<file path="src/rtl/lockout_alarm_ctrl_pkg.sv">
// Shared definitions for the locker lockout/alarm stage: FSM states, the verdict
// encoding shared with the door FSM, and a counter-width helper.
package lockout_alarm_ctrl_pkg;

  typedef enum logic [2:0] {
    ST_IDLE    = 3'b001,
    ST_OPEN    = 3'b010,
    ST_LOCKOUT = 3'b100
  } state_e;

  typedef enum logic [1:0] {
    VERDICT_NONE  = 2'b00,
    VERDICT_RIGHT = 2'b01,
    VERDICT_WRONG = 2'b10
  } verdict_e;

  function automatic int unsigned cnt_w(input int unsigned max_load);
    return (max_load == 0) ? 1 : $clog2(max_load + 1);
  endfunction

  // A simultaneous right/wrong pair resolves to wrong so a glitching FSM cannot open the door.
  function automatic verdict_e verdict_of(input logic right_ev, input logic wrong_ev);
    if (wrong_ev)      return VERDICT_WRONG;
    else if (right_ev) return VERDICT_RIGHT;
    else               return VERDICT_NONE;
  endfunction

endpackage

</file>
<file path="src/rtl/lockout_alarm_ctrl_edge_pulse.sv">
// Rising-edge detector: one-cycle pulse per low-to-high transition of a level input.
module edge_pulse (
  input  logic clock,
  input  logic clear,
  input  logic in,
  output logic pulse
);

  logic r_q;

  // History clears to 0, so a level already high when clear drops counts as an edge.
  always_ff @(posedge clock) begin
    if (clear) r_q <= 1'b0;
    else       r_q <= in;
  end

  assign pulse = in & ~r_q;

endmodule

</file>
<file path="src/rtl/lockout_alarm_ctrl.sv">
// Lockout/alarm stage after the locker door FSM: wrong-try counting, door-open hold,
// lockout with pulsed buzzer. Optional feature macro: WRONG_CHIRP_EN (short chirp per wrong try).
module lockout_alarm_ctrl
  import lockout_alarm_ctrl_pkg::*;
#(
  parameter  int unsigned MAX_TRIES   = 3,
  parameter  int unsigned LOCK_CYCLES = 1000,
  parameter  int unsigned BEEP_HALF   = 50,
  parameter  int unsigned OPEN_CYCLES = 200,
  localparam int unsigned TRY_W       = $clog2(MAX_TRIES + 1)
) (
  input  logic             clock,
  input  logic             clear,
  input  logic             LED_right,
  input  logic             LED_wrong,
  output logic             door_open,
  output logic             lockout,
  output logic             buzzer,
  output logic [TRY_W-1:0] tries_left
);

  localparam int unsigned LOCK_W = cnt_w(LOCK_CYCLES - 1);
  localparam int unsigned BEEP_W = cnt_w(BEEP_HALF - 1);
  localparam int unsigned OPEN_W = cnt_w(OPEN_CYCLES - 1);

  localparam logic [LOCK_W-1:0] LOCK_LOAD = LOCK_W'(LOCK_CYCLES - 1);
  localparam logic [BEEP_W-1:0] BEEP_LOAD = BEEP_W'(BEEP_HALF - 1);
  localparam logic [OPEN_W-1:0] OPEN_LOAD = OPEN_W'(OPEN_CYCLES - 1);
  localparam logic [TRY_W-1:0]  LAST_TRY  = TRY_W'(MAX_TRIES - 1);
  localparam logic [TRY_W-1:0]  TRY_MAX   = TRY_W'(MAX_TRIES);

  logic w_right_ev, w_wrong_ev;
  verdict_e w_verdict;

  state_e              r_state,     w_state;
  logic [LOCK_W-1:0]   r_lock_tmr,  w_lock_tmr;
  logic [BEEP_W-1:0]   r_beep_tmr,  w_beep_tmr;
  logic [OPEN_W-1:0]   r_open_tmr,  w_open_tmr;
  logic [TRY_W-1:0]    r_fail_cnt,  w_fail_cnt;
  logic                r_door_open, w_door_open;
  logic                r_lockout,   w_lockout;
  logic                r_buzzer,    w_buzzer;

  edge_pulse u_right_edge (
    .clock (clock),
    .clear (clear),
    .in    (LED_right),
    .pulse (w_right_ev)
  );

  edge_pulse u_wrong_edge (
    .clock (clock),
    .clear (clear),
    .in    (LED_wrong),
    .pulse (w_wrong_ev)
  );

  assign w_verdict = verdict_of(w_right_ev, w_wrong_ev);

  always_comb begin
    w_state     = r_state;
    w_lock_tmr  = r_lock_tmr;
    w_beep_tmr  = r_beep_tmr;
    w_open_tmr  = r_open_tmr;
    w_fail_cnt  = r_fail_cnt;
    w_door_open = r_door_open;
    w_lockout   = r_lockout;
    w_buzzer    = r_buzzer;

    case (r_state)
      ST_IDLE: begin
`ifdef WRONG_CHIRP_EN
        // In IDLE the buzzer is only ever high for a chirp, so it doubles as the chirp flag.
        if (r_buzzer) begin
          if (r_beep_tmr == '0) w_buzzer   = 1'b0;
          else                  w_beep_tmr = r_beep_tmr - 1'b1;
        end
`endif
        case (w_verdict)
          VERDICT_WRONG: begin
            if (r_fail_cnt == LAST_TRY) begin
              w_state    = ST_LOCKOUT;
              w_lockout  = 1'b1;
              w_buzzer   = 1'b1;
              w_lock_tmr = LOCK_LOAD;
              w_beep_tmr = BEEP_LOAD;
              w_fail_cnt = TRY_MAX;
            end else begin
              w_fail_cnt = r_fail_cnt + 1'b1;
`ifdef WRONG_CHIRP_EN
              w_buzzer   = 1'b1;
              w_beep_tmr = BEEP_LOAD;
`endif
            end
          end
          VERDICT_RIGHT: begin
            w_state     = ST_OPEN;
            w_fail_cnt  = '0;
            w_door_open = 1'b1;
            w_open_tmr  = OPEN_LOAD;
            w_buzzer    = 1'b0;
          end
          default: ;
        endcase
      end

      ST_OPEN: begin
        if (r_open_tmr == '0) begin
          w_state     = ST_IDLE;
          w_door_open = 1'b0;
        end else begin
          w_open_tmr  = r_open_tmr - 1'b1;
        end
      end

      ST_LOCKOUT: begin
        if (r_lock_tmr == '0) begin
          w_state    = ST_IDLE;
          w_lockout  = 1'b0;
          w_buzzer   = 1'b0;
          w_fail_cnt = '0;
        end else begin
          w_lock_tmr = r_lock_tmr - 1'b1;
          if (r_beep_tmr == '0) begin
            w_buzzer   = ~r_buzzer;
            w_beep_tmr = BEEP_LOAD;
          end else begin
            w_beep_tmr = r_beep_tmr - 1'b1;
          end
        end
      end

      default: begin
        w_state     = ST_IDLE;
        w_lock_tmr  = '0;
        w_beep_tmr  = '0;
        w_open_tmr  = '0;
        w_fail_cnt  = '0;
        w_door_open = 1'b0;
        w_lockout   = 1'b0;
        w_buzzer    = 1'b0;
      end
    endcase
  end

  always_ff @(posedge clock) begin
    if (clear) begin
      r_state     <= ST_IDLE;
      r_lock_tmr  <= '0;
      r_beep_tmr  <= '0;
      r_open_tmr  <= '0;
      r_fail_cnt  <= '0;
      r_door_open <= 1'b0;
      r_lockout   <= 1'b0;
      r_buzzer    <= 1'b0;
    end else begin
      r_state     <= w_state;
      r_lock_tmr  <= w_lock_tmr;
      r_beep_tmr  <= w_beep_tmr;
      r_open_tmr  <= w_open_tmr;
      r_fail_cnt  <= w_fail_cnt;
      r_door_open <= w_door_open;
      r_lockout   <= w_lockout;
      r_buzzer    <= w_buzzer;
    end
  end

  assign door_open  = r_door_open;
  assign lockout    = r_lockout;
  assign buzzer     = r_buzzer;
  assign tries_left = TRY_MAX - r_fail_cnt;

endmodule

</file>
<file path="config.mk">
export PLATFORM = sky130hd
export DESIGN_NAME = lockout_alarm_ctrl
export DESIGN_NICKNAME = d
export VERILOG_FILES = /design/src/rtl/lockout_alarm_ctrl_pkg.sv /design/src/rtl/lockout_alarm_ctrl_edge_pulse.sv /design/src/rtl/lockout_alarm_ctrl.sv
export SDC_FILE = /design/constraint.sdc
export NUM_CORES = 1
export LEC_CHECK = 0
export BUFFER_PORTS_ARGS = -buffer_cell sky130_fd_sc_hd__buf_2
export CAP_MARGIN = 25
export CORE_MARGIN = 2
export CORE_UTILIZATION = 34
export DETAILED_ROUTE_END_ITERATION = 10
export PLACE_DENSITY = 0.5
export SYNTH_ARGS = -nofsm -noshare
export SYNTH_HDL_FRONTEND = slang
export SYNTH_SLANG_ARGS = --single-unit
</file>
<file path="constraint.sdc">
create_clock -name clock -period 2.5 [get_ports clock]
set_input_delay 0.25 -clock clock [delete_from_list [all_inputs] [get_ports clock]]
set_output_delay 0.25 -clock clock [all_outputs]
set_load 0.03 [all_outputs]
</file>
# Yosys cells after proc, flatten, opt, wreduce, memory -nomap -nowiden
# Cells that the tools add are included.
[totals]
regBits = 34
inputBits = 4
output_inout_bits = 5
word_cells = 82
[op_classes]
add_sub_neg = 5
n_eq_ne = 16
muxes = 34
bitwise = 7
reduce_logical = 10
[op_table]
columns = ["op", "n"]
rows = [
  ["$mux 10", 3],
  ["$pmux 10 s3", 1],
  ["$mux 6", 4],
  ["$pmux 8 s3", 1],
  ["$pmux 6 s3", 1],
  ["$mux 8", 2],
  ["$reduce_and 4->1", 4],
  ["$logic_not 10->1", 1],
  ["$ne 2x2->1 const B", 5],
  ["$sub 10x1->10 const B", 1],
  ["$mux 3", 3],
  ["$pmux 1 s3", 3],
  ["$pmux 3 s3", 1],
  ["$reduce_and 3->1", 3],
  ["$logic_not 8->1", 1],
  ["$mux 1", 8],
  ["$sub 8x1->8 const B", 1],
  ["$logic_not 6->1", 1],
  ["$mux 2", 3],
  ["$ne 3x3->1 const B", 2],
  ["$pmux 2 s3", 1],
  ["$pmux 3 s2", 1],
  ["$sub 6x1->6 const B", 1],
  ["$not 1->1", 5],
  ["12 further kinds", 15],
]

# Longest topological paths before layout
# Gate-level depths: netlist of the first run.
[depth]
depth_word = 7
mapped_depth = 7
ltp_nobuf = 6

# Cells and area by module
# Synthesis of the first run repeated with hierarchy kept, for this count alone.
[hier_totals]
hier_cells = 242
area_unflattened_um2 = 1961.9
[modules_own_cells]
columns = ["module", "instances", "cells_per_inst", "area_each_um2", "seq_area_each_um2"]
rows = [
  ["lockout_alarm_ctrl", 1, 236, 1866.8, 640.6],
  ["edge_pulse", 2, 3, 47.5, 20.0],
]

# Worst setup path after synthesis of the first run
# No wires, ideal clock.
[synth_path]
path_type = "register -> register"
start = "register r_beep_tmr[0]"
end = "register r_buzzer (netlist: buzzer)"
setup_ps = 95
arrival_time_ps = 1772
t_required_ps = 2405
slack_ps = 633
path_stages_with_launch = 8
synth_period_minus_slack_ps = 1867
cell_sequence = "dfxtp_1 -> inv_1 -> ha_1 -> or3b_1 -> clkbuf_1 -> o31a_1 -> a211o_1 -> a221oi_1"
[synth_between]
elab_chain_cells = 3
[synth_rtl]
columns = ["item", "line_no", "rtl"]
rows = [
  ["from (decl)", "lockout_alarm_ctrl.sv:37", "logic [BEEP_W-1:0] r_beep_tmr, w_beep_tmr;"],
  ["from (signal assigned)", "lockout_alarm_ctrl.sv:159", "r_beep_tmr <= w_beep_tmr;"],
  ["$logic_not 6->1", "lockout_alarm_ctrl.sv:124", "if (r_beep_tmr == '0) begin"],
  ["$ne 3x3->1 (no line)", "n/a", ""],
  ["$reduce_and 4->1 (no line)", "n/a", ""],
  ["to (signal assigned)", "lockout_alarm_ctrl.sv:164", "r_buzzer <= w_buzzer;"],
  ["to (decl)", "lockout_alarm_ctrl.sv:42", "logic r_buzzer, w_buzzer;"],
]
# No other way between the ends.
# A chain may end at the register's enable or synchronous reset.

# Final worst setup path of the first run
[layout_path]
start = "register r_state[0]"
end = "register r_buzzer (netlist: buzzer)"
[layout_between]
elab_chain_cells = 3
[layout_rtl]
columns = ["item", "line_no", "rtl"]
rows = [
  ["from (decl)", "lockout_alarm_ctrl.sv:35", "state_e r_state, w_state;"],
  ["from (signal assigned)", "lockout_alarm_ctrl.sv:157", "r_state <= w_state;"],
  ["$eq 3x3->1 (tied with other cells)", "lockout_alarm_ctrl.sv:70", "case (r_state)"],
  ["$ne 3x3->1 (no line) (tied with other cells)", "n/a", ""],
  ["$reduce_and 4->1 (no line)", "n/a", ""],
]
# Parallel ways exist; a longest one is shown, timed or not.

==> results.tsv, run 1 <==
stage	metric	value	unit
status	status	complete, no violations	
clock_tree	CTS Buf Count	5	
synthesis	Commonest cells post-synth	34 x dfxtp_1, 16 x inv_1, 15 x a21oi_1	
cells_and_area	nets	260	
worst_setup_path	Worst EP required	2.69	ns
floorplan	Die Wd	81.7	µm
cells_and_area	Non-Filler Instances	325	
drt	Vias per Instance	5.92	
power	Peak supply drop	287	µV
synthesis	top-count cell post-synth	dfxtp_1	
drt	Post-Route WL	5.33	mm
floorplan	# rows	28	
timing	final worst path period need	2.06	ns
global_route	initial antenna violation count	0	
synthesis	EDFF count, synth	0	
min_path	Hold Path Cell Cnt	2	
worst_setup_path	CP Class	reg2reg	
global_route	Congestion Overflow GR	0	
placement	IO Port Bufs	8	
drt	antenna-violating nets left	0	
synthesis	Post-Syn Nets	254	
global_route	vias in the first global route	1791	
synthesis	Avg Synthesized Cell Area	8.40	µm²
cells_and_area	Antenna Cells	0	
power	Leakage Power	0.791	nW
floorplan	Initial Util	0.348	
cells_and_area	end-of-flow core utilization	0.383	
clock_tree	clk sinks	34	
floorplan	Chip Height	81.7	µm
placement	placed cell count	318	
worst_setup_path	critical path, cell by cell	or3b_2 > a21oi_1 > a211oi_1 > a221oi_1	
worst_setup_path	cell family with most CP delay	compound AO/OA/AOI/OAI gates	
drt	Initial DRT Pass Iterations	4	
floorplan	IO Pins	9	
clock_tree	CTS Hold Bufs	0	
worst_setup_path	Worst Path Max Fanout	13	
clock_tree	clock latency on the worst-skew pair	0.28	ns
drt	number of remaining DRC errors	0	
job	Max Cap Viol	0	
timing	max_slew headroom	0.558	
timing	worst-margin pin slew	0.663	ns
worst_setup_path	Crit path depth	4	
synthesis	Yosys top cell area share	0.332	
drt	routed len/inst	16.4	µm
synthesis	asr flop ratio synth	0	
worst_setup_path	crit end category	flop	
clock_tree	Clock Tree Buf Depth	2	
worst_setup_path	R2R depth	4	
clock_tree	H-tree Lvls	2	
synthesis	post-synthesis cell count	244	
global_route	Total GRT Usage	0.173	
synthesis	Synth Register Bits	34	
worst_setup_path	Critical Path AT	2.26	ns
timing	setup tns final	0	ns
floorplan	Die ar.	0.00667	mm²
synthesis	top post-synthesis cells by area	dfxtp_1 33%, a21oi_1 3.7%, ha_1 3.7%	
timing	fin crit share	0.826	
synthesis	Synth warnings	0	
clock_tree	Reg clk slew, reported paths	0.07	ns
placement	Placer Congestion	0.779	
timing	f_max	484	MHz
clock_tree	TritonCTS clock tree	yes	
cells_and_area	layout cells sized above 1	0.124	
worst_setup_path	Max stage delay cell, worst path	or3b_2	
worst_setup_path	Crit path buffers/inverters	0	
clock_tree	CTS root buf	clkbuf_8	
global_route	first-pass GRT wire length	8.96	mm
timing	RSZ-0062 raised after global routing	no	
global_route	largest net degree at the start of global routing	31	
drt	via count	1923	
min_path	min-delay worst type	in2reg	
timing	clk_skew	0.00480	ns
drt	number of DRC markers in iteration 0	103	
timing	Slew Limit Fails	0	
cells_and_area	P&R area growth vs syn	9.88	%
synthesis	Cell Area, Synth	0.00205	mm²
clock_tree	postcts setup bufs	0	
clock_tree	cts repair resizes	0	
timing	hold violation count in the final report	0	
synthesis	Yosys top cell by area	dfxtp_1	
timing	Final setup viols	0	
synthesis	predominant post-synthesis flop cell	dfxtp_1	
placement	dpl hpwl	3.62	mm
worst_setup_path	Crit path largest cell delay	0.63	ns
floorplan	CORE AREA	0.00589	mm²
worst_setup_path	Startpoint Class	flop	
synthesis	register area share after synthesis	0.332	
cells_and_area	filler instances	638	
synthesis	post-synth cell types	54	
power	pwr dens	659	mW/mm²
[where the power goes]
group	internal, mW	switching [mW]	leakage, nW
Sequential	0.597	0.0562	0.278
Clock	0.192	0.186	0.0383
Combinational	0.177	0.277	0.475
Total	0.966	0.520	0.791
[cells by family (layout without fill, tap and decap cells)]
group,after synthesis,after routing,synth area share
AOI/OAI and AO/OA,89,89,0.315
adders and majority gates,6,6,0.0366
buffers and inverters,35,41,0.0696
DFF,34,34,0.332
muxes,3,3,0.0146
and+or+nand+nor,77,77,0.232
[metrics by stage]
step,worst slack (ns),hold WS (ns),total power [mW],instance area [µm²]
finish,0.436,0.215,1.49,2250
global route,0.303,0.238,1.60,2250
CTS,0.429,0.205,1.50,2250
detailed placement,0.446,0.479,1.12,2180
global placement,0.471,0.484,1.11,2180
floorplan,0.633,0.378,0.998,2050
[registers in the layout (all words and copies together) (netlist names)]
register,flops
door_open,1
u_right_edge.r_q,1
u_wrong_edge.r_q,1
r_state,3
buzzer,1
r_lock_tmr,10
r_open_tmr,8
lockout,1
r_beep_tmr,6
r_fail_cnt,2
[routing by layer]
layer / part of all wire / vias to the layer above / track usage
met4: 0.015 / 0 / 0.0567
met3: 0.034 / 7 / 0.0352
met2: 0.44 / 40 / 0.268
met1: 0.52 / 908 / 0.241
li1: - / 968 / -
met5: 0 / - / 0
[cells in the final DEF, fill, tap and decap left out, types with 3 or more instances in the layout]
cell type,instances
ha_1,6
nand2_1,6
dfxtp_1,34
nand3_1,4
nor3_1,8
nor3b_1,3
nor2b_1,5
nand2b_1,4
mux2i_1,3
o31a_1,3
o311ai_0,6
clkbuf_8,5
o31ai_1,10
a211oi_1,6
inv_1,16
a21oi_1,15
a221oi_1,4
or3_1,5
a211o_1,3
buf_4,10
nor4_1,6
or4_1,4
a31oi_1,8
buf_2,8
o21ai_0,12
a41oi_1,4
nor2_1,13
[final timing paths]
path,slack (ns),start,endpoint
setup reg to reg,0.44,r_state[0],buzzer
setup / recovery,0.44,r_state[0],buzzer
hold / removal,0.22,LED_right,u_right_edge.r_q
hold reg to reg,0.49,r_open_tmr[7],r_open_tmr[7]
[layout make-up]
type | count | area (µm²) | share of cell area
Multi-Input combinational cell | 175 | 1230 | 0.545
Sequential cell | 34 | 681 | 0.302
Timing Repair Buffer | 18 | 115 | 0.0511
Tap cell | 75 | 93.8 | 0.0416
Clock buffer | 7 | 76.3 | 0.0339
Inverter | 16 | 60.1 | 0.0267
Power figures use the tool's default switching activity.
==> inputs of run 2 (changes only) <==
==> constraint.sdc (replaced) <==
create_clock -name clock -period 1.9 [get_ports clock]
set_input_delay 0.19 -clock clock [delete_from_list [all_inputs] [get_ports clock]]
set_output_delay 0.19 -clock clock [all_outputs]
set_load 0.03 [all_outputs]
==> run 2 against run 1 <==
  * Largest power group unchanged
  * Cell count is 9.2% higher
  * Largest cell class unchanged
  * Global-route usage fell by 0.37 points
  * Cell area grew 11%
  * Critical path type unchanged
  * Wire length up 1.3%
  * Sequential power is 30% higher
==> results.tsv, run 2 (same netlist as run 1, synthesis figures left out) <==
stage	metric	value	unit
status	status	complete, no violations	
timing	fin crit share	0.966	
cells_and_area	commonest non-fill, non-tap cell in the layout	buf_4	
floorplan	IO Pins	9	
floorplan	Die ar.	0.00667	mm²
power	Reg power frac	0.406	
worst_setup_path	cell family with most CP delay	simple AND/OR/NAND/NOR gates	
cells_and_area	area occupied by multi-input gates	0.00124	mm²
worst_setup_path	Critical Path AT	2.00	ns
power	Clock Power Share	0.254	
worst_setup_path	Max stage delay cell, worst path	or4_4	
clock_tree	CTS Buf Count	5	
worst_setup_path	Crit. Startpoint	r_open_tmr[2]	
placement	IO Port Bufs	8	
worst_setup_path	Crit path depth	4	
timing	final worst path period need	1.84	ns
worst_setup_path	Worst R2R Start	r_open_tmr[2]	
global_route	global routing usage on met2	0.272	
global_route	initial antenna violation count	0	
power	Pwr Total	2.09	mW
clock_tree	clk sinks	34	
power	switching fraction of total power	0.340	
placement	DP Worst Slack	0.0179	ns
drt	routed len/inst	15.2	µm
drt	via count	2089	
floorplan	CORE AREA	0.00589	mm²
drt	number of remaining DRC errors	0	
power	P_int	1.38	mW
worst_setup_path	Worst EP required	2.06	ns
cells_and_area	FF+latch area	681	µm²
power	Leakage Power	0.953	nW
worst_setup_path	crit end category	flop	
timing	RSZ-0062 raised after global routing	yes	
timing	max_slew headroom	0.697	
global_route	Total GRT Usage	0.170	
cells_and_area	max reg flops	10	
global_route	vias in the first global route	1854	
drt	Post-Route WL	5.40	mm
clock_tree	CTS root buf	clkbuf_8	
worst_setup_path	R2R depth	4	
clock_tree	postcts setup bufs	0	
clock_tree	Clock Tree Buf Depth	2	
floorplan	Chip Height	81.7	µm
floorplan	# rows	28	
drt	number of DRC markers in iteration 0	132	
timing	clk_skew	0.00473	ns
placement	dpl hpwl	3.94	mm
drt	Initial DRT Pass Iterations	4	
global_route	GRT Max-Usage Layer	met2	
floorplan	Initial Util	0.348	
clock_tree	Reg clk slew, reported paths	0.06	ns
timing	hold violation count in the final report	0	
global_route	largest net degree at the start of global routing	14	
worst_setup_path	Critical Path End	r_open_tmr[0]	
power	Peak supply drop	392	µV
worst_setup_path	Worst R2R Setup Slack	0.06	ns
timing	Final setup viols	0	
cells_and_area	nets	291	
global_route	GRT met3 Usage	0.0319	
cells_and_area	largest reg by FF count	r_lock_tmr	
timing	setup slack after layout	0.0644	ns
drt	antenna-violating nets left	0	
clock_tree	clock latency on the worst-skew pair	0.28	ns
worst_setup_path	Worst Path Max Fanout	5	
clock_tree	TritonCTS clock tree	yes	
timing	Slew Limit Fails	0	
timing	worst-margin pin slew	0.454	ns
global_route	first-pass GRT wire length	8.86	mm
cells_and_area	Antenna Cells	0	
worst_setup_path	CP Class	reg2reg	
power	pwr dens	835	mW/mm²
clock_tree	H-tree Lvls	2	
job	Max Cap Viol	0	
worst_setup_path	Crit path largest cell delay	0.58	ns
cells_and_area	P&R area growth vs syn	22.2	%
worst_setup_path	Crit path buffers/inverters	0	
drt	Vias per Instance	5.88	
cells_and_area	filler instances	604	
power	sw power	0.710	mW
timing	f_max	545	MHz
power	Comb pwr share	0.340	
floorplan	Die Wd	81.7	µm
global_route	Congestion Overflow GR	0	
worst_setup_path	Reg2Reg Capture Point	r_open_tmr[0]	
cells_and_area	most frequent cells in the layout	41 x buf_4, 34 x dfxtp_1, 16 x inv_1	
cells_and_area	largest registers	r_lock_tmr: 10 flops, r_open_tmr: 8 flops, r_beep_tmr: 6 flops	
global_route	met1 usage	0.237	
worst_setup_path	Startpoint Class	flop	
placement	Placer Congestion	0.793	
worst_setup_path	critical path, cell by cell	or4_4 > or4_1 > nand3_1 > a221oi_1	
cells_and_area	layout cells sized above 1	0.239	
min_path	min-delay worst type	in2reg	
[run 2: power by group through the flow]
stage | sequential (mW) | combinational (mW) | clock [mW]
final | 0.849 | 0.712 | 0.531
after global routing | 0.860 | 0.782 | 0.583
after CTS | 0.847 | 0.703 | 0.558
after detailed placement | 0.862 | 0.698 | 0
after global placement | 0.865 | 0.704 | 0
after floorplan | 0.857 | 0.456 | 0
[run 2: timing repair]
item                                   in CTS  in global routing
hold buffers                                0                  0
pin swaps                                   0                  1
endpoints found under the hold margin       0                  0
setup endpoints to repair                   1                  4
resized for setup                           1                  4
[run 2: worst reg2reg max path, stage by stage (launching register included)]
cell      delay [ns]
dfxtp_1         0.32
or4_4           0.58
or4_1           0.54
nand3_1         0.17
a221oi_1        0.10
[run 2: area by class of cell]
type                            instances  share of cell area
Inverter                               16              0.0240
Sequential cell                        34               0.272
Tap cell                               75              0.0374
Timing Repair Buffer                   49               0.139
Multi-Input combinational cell        175               0.495
Clock buffer                            6              0.0330
[run 2: metal layers]
| metal | vias up | share of wire | wire length (µm) |
|---|---|---|---|
| met5 | - | 0 | 0 |
| met4 | 0 | 0.0072 | 39 |
| met3 | 5 | 0.031 | 166 |
| met2 | 44 | 0.46 | 2480 |
| met1 | 1015 | 0.50 | 2710 |
| li1 | 1025 | - | - |
[run 2: per-stage QoR]
step	hold slack, ns	util	cells	TNS [ns]	area (µm²)
after floorplan	0.318	-	244	0	2050
after global placement	0.433	0.409	349	0	2410
after detailed placement	0.438	0.409	349	0	2410
after CTS	0.136	0.424	355	0	2490
after global routing	0.162	0.426	355	-0.0216	2510
final	0.142	0.426	355	0	2510
[run 2: how the worst min path moves through the flow]
stage / start / endpoint / slack (ns) / depth (start not counted)
floorplan: LED_right / u_right_edge.r_q / 0.32 / 1
global placement: LED_right / u_right_edge.r_q / 0.43 / 2
detailed placement: LED_right / u_right_edge.r_q / 0.44 / 2
CTS: LED_right / u_right_edge.r_q / 0.14 / 2
global route: LED_right / u_right_edge.r_q / 0.16 / 2
finish: LED_right / u_right_edge.r_q / 0.14 / 2
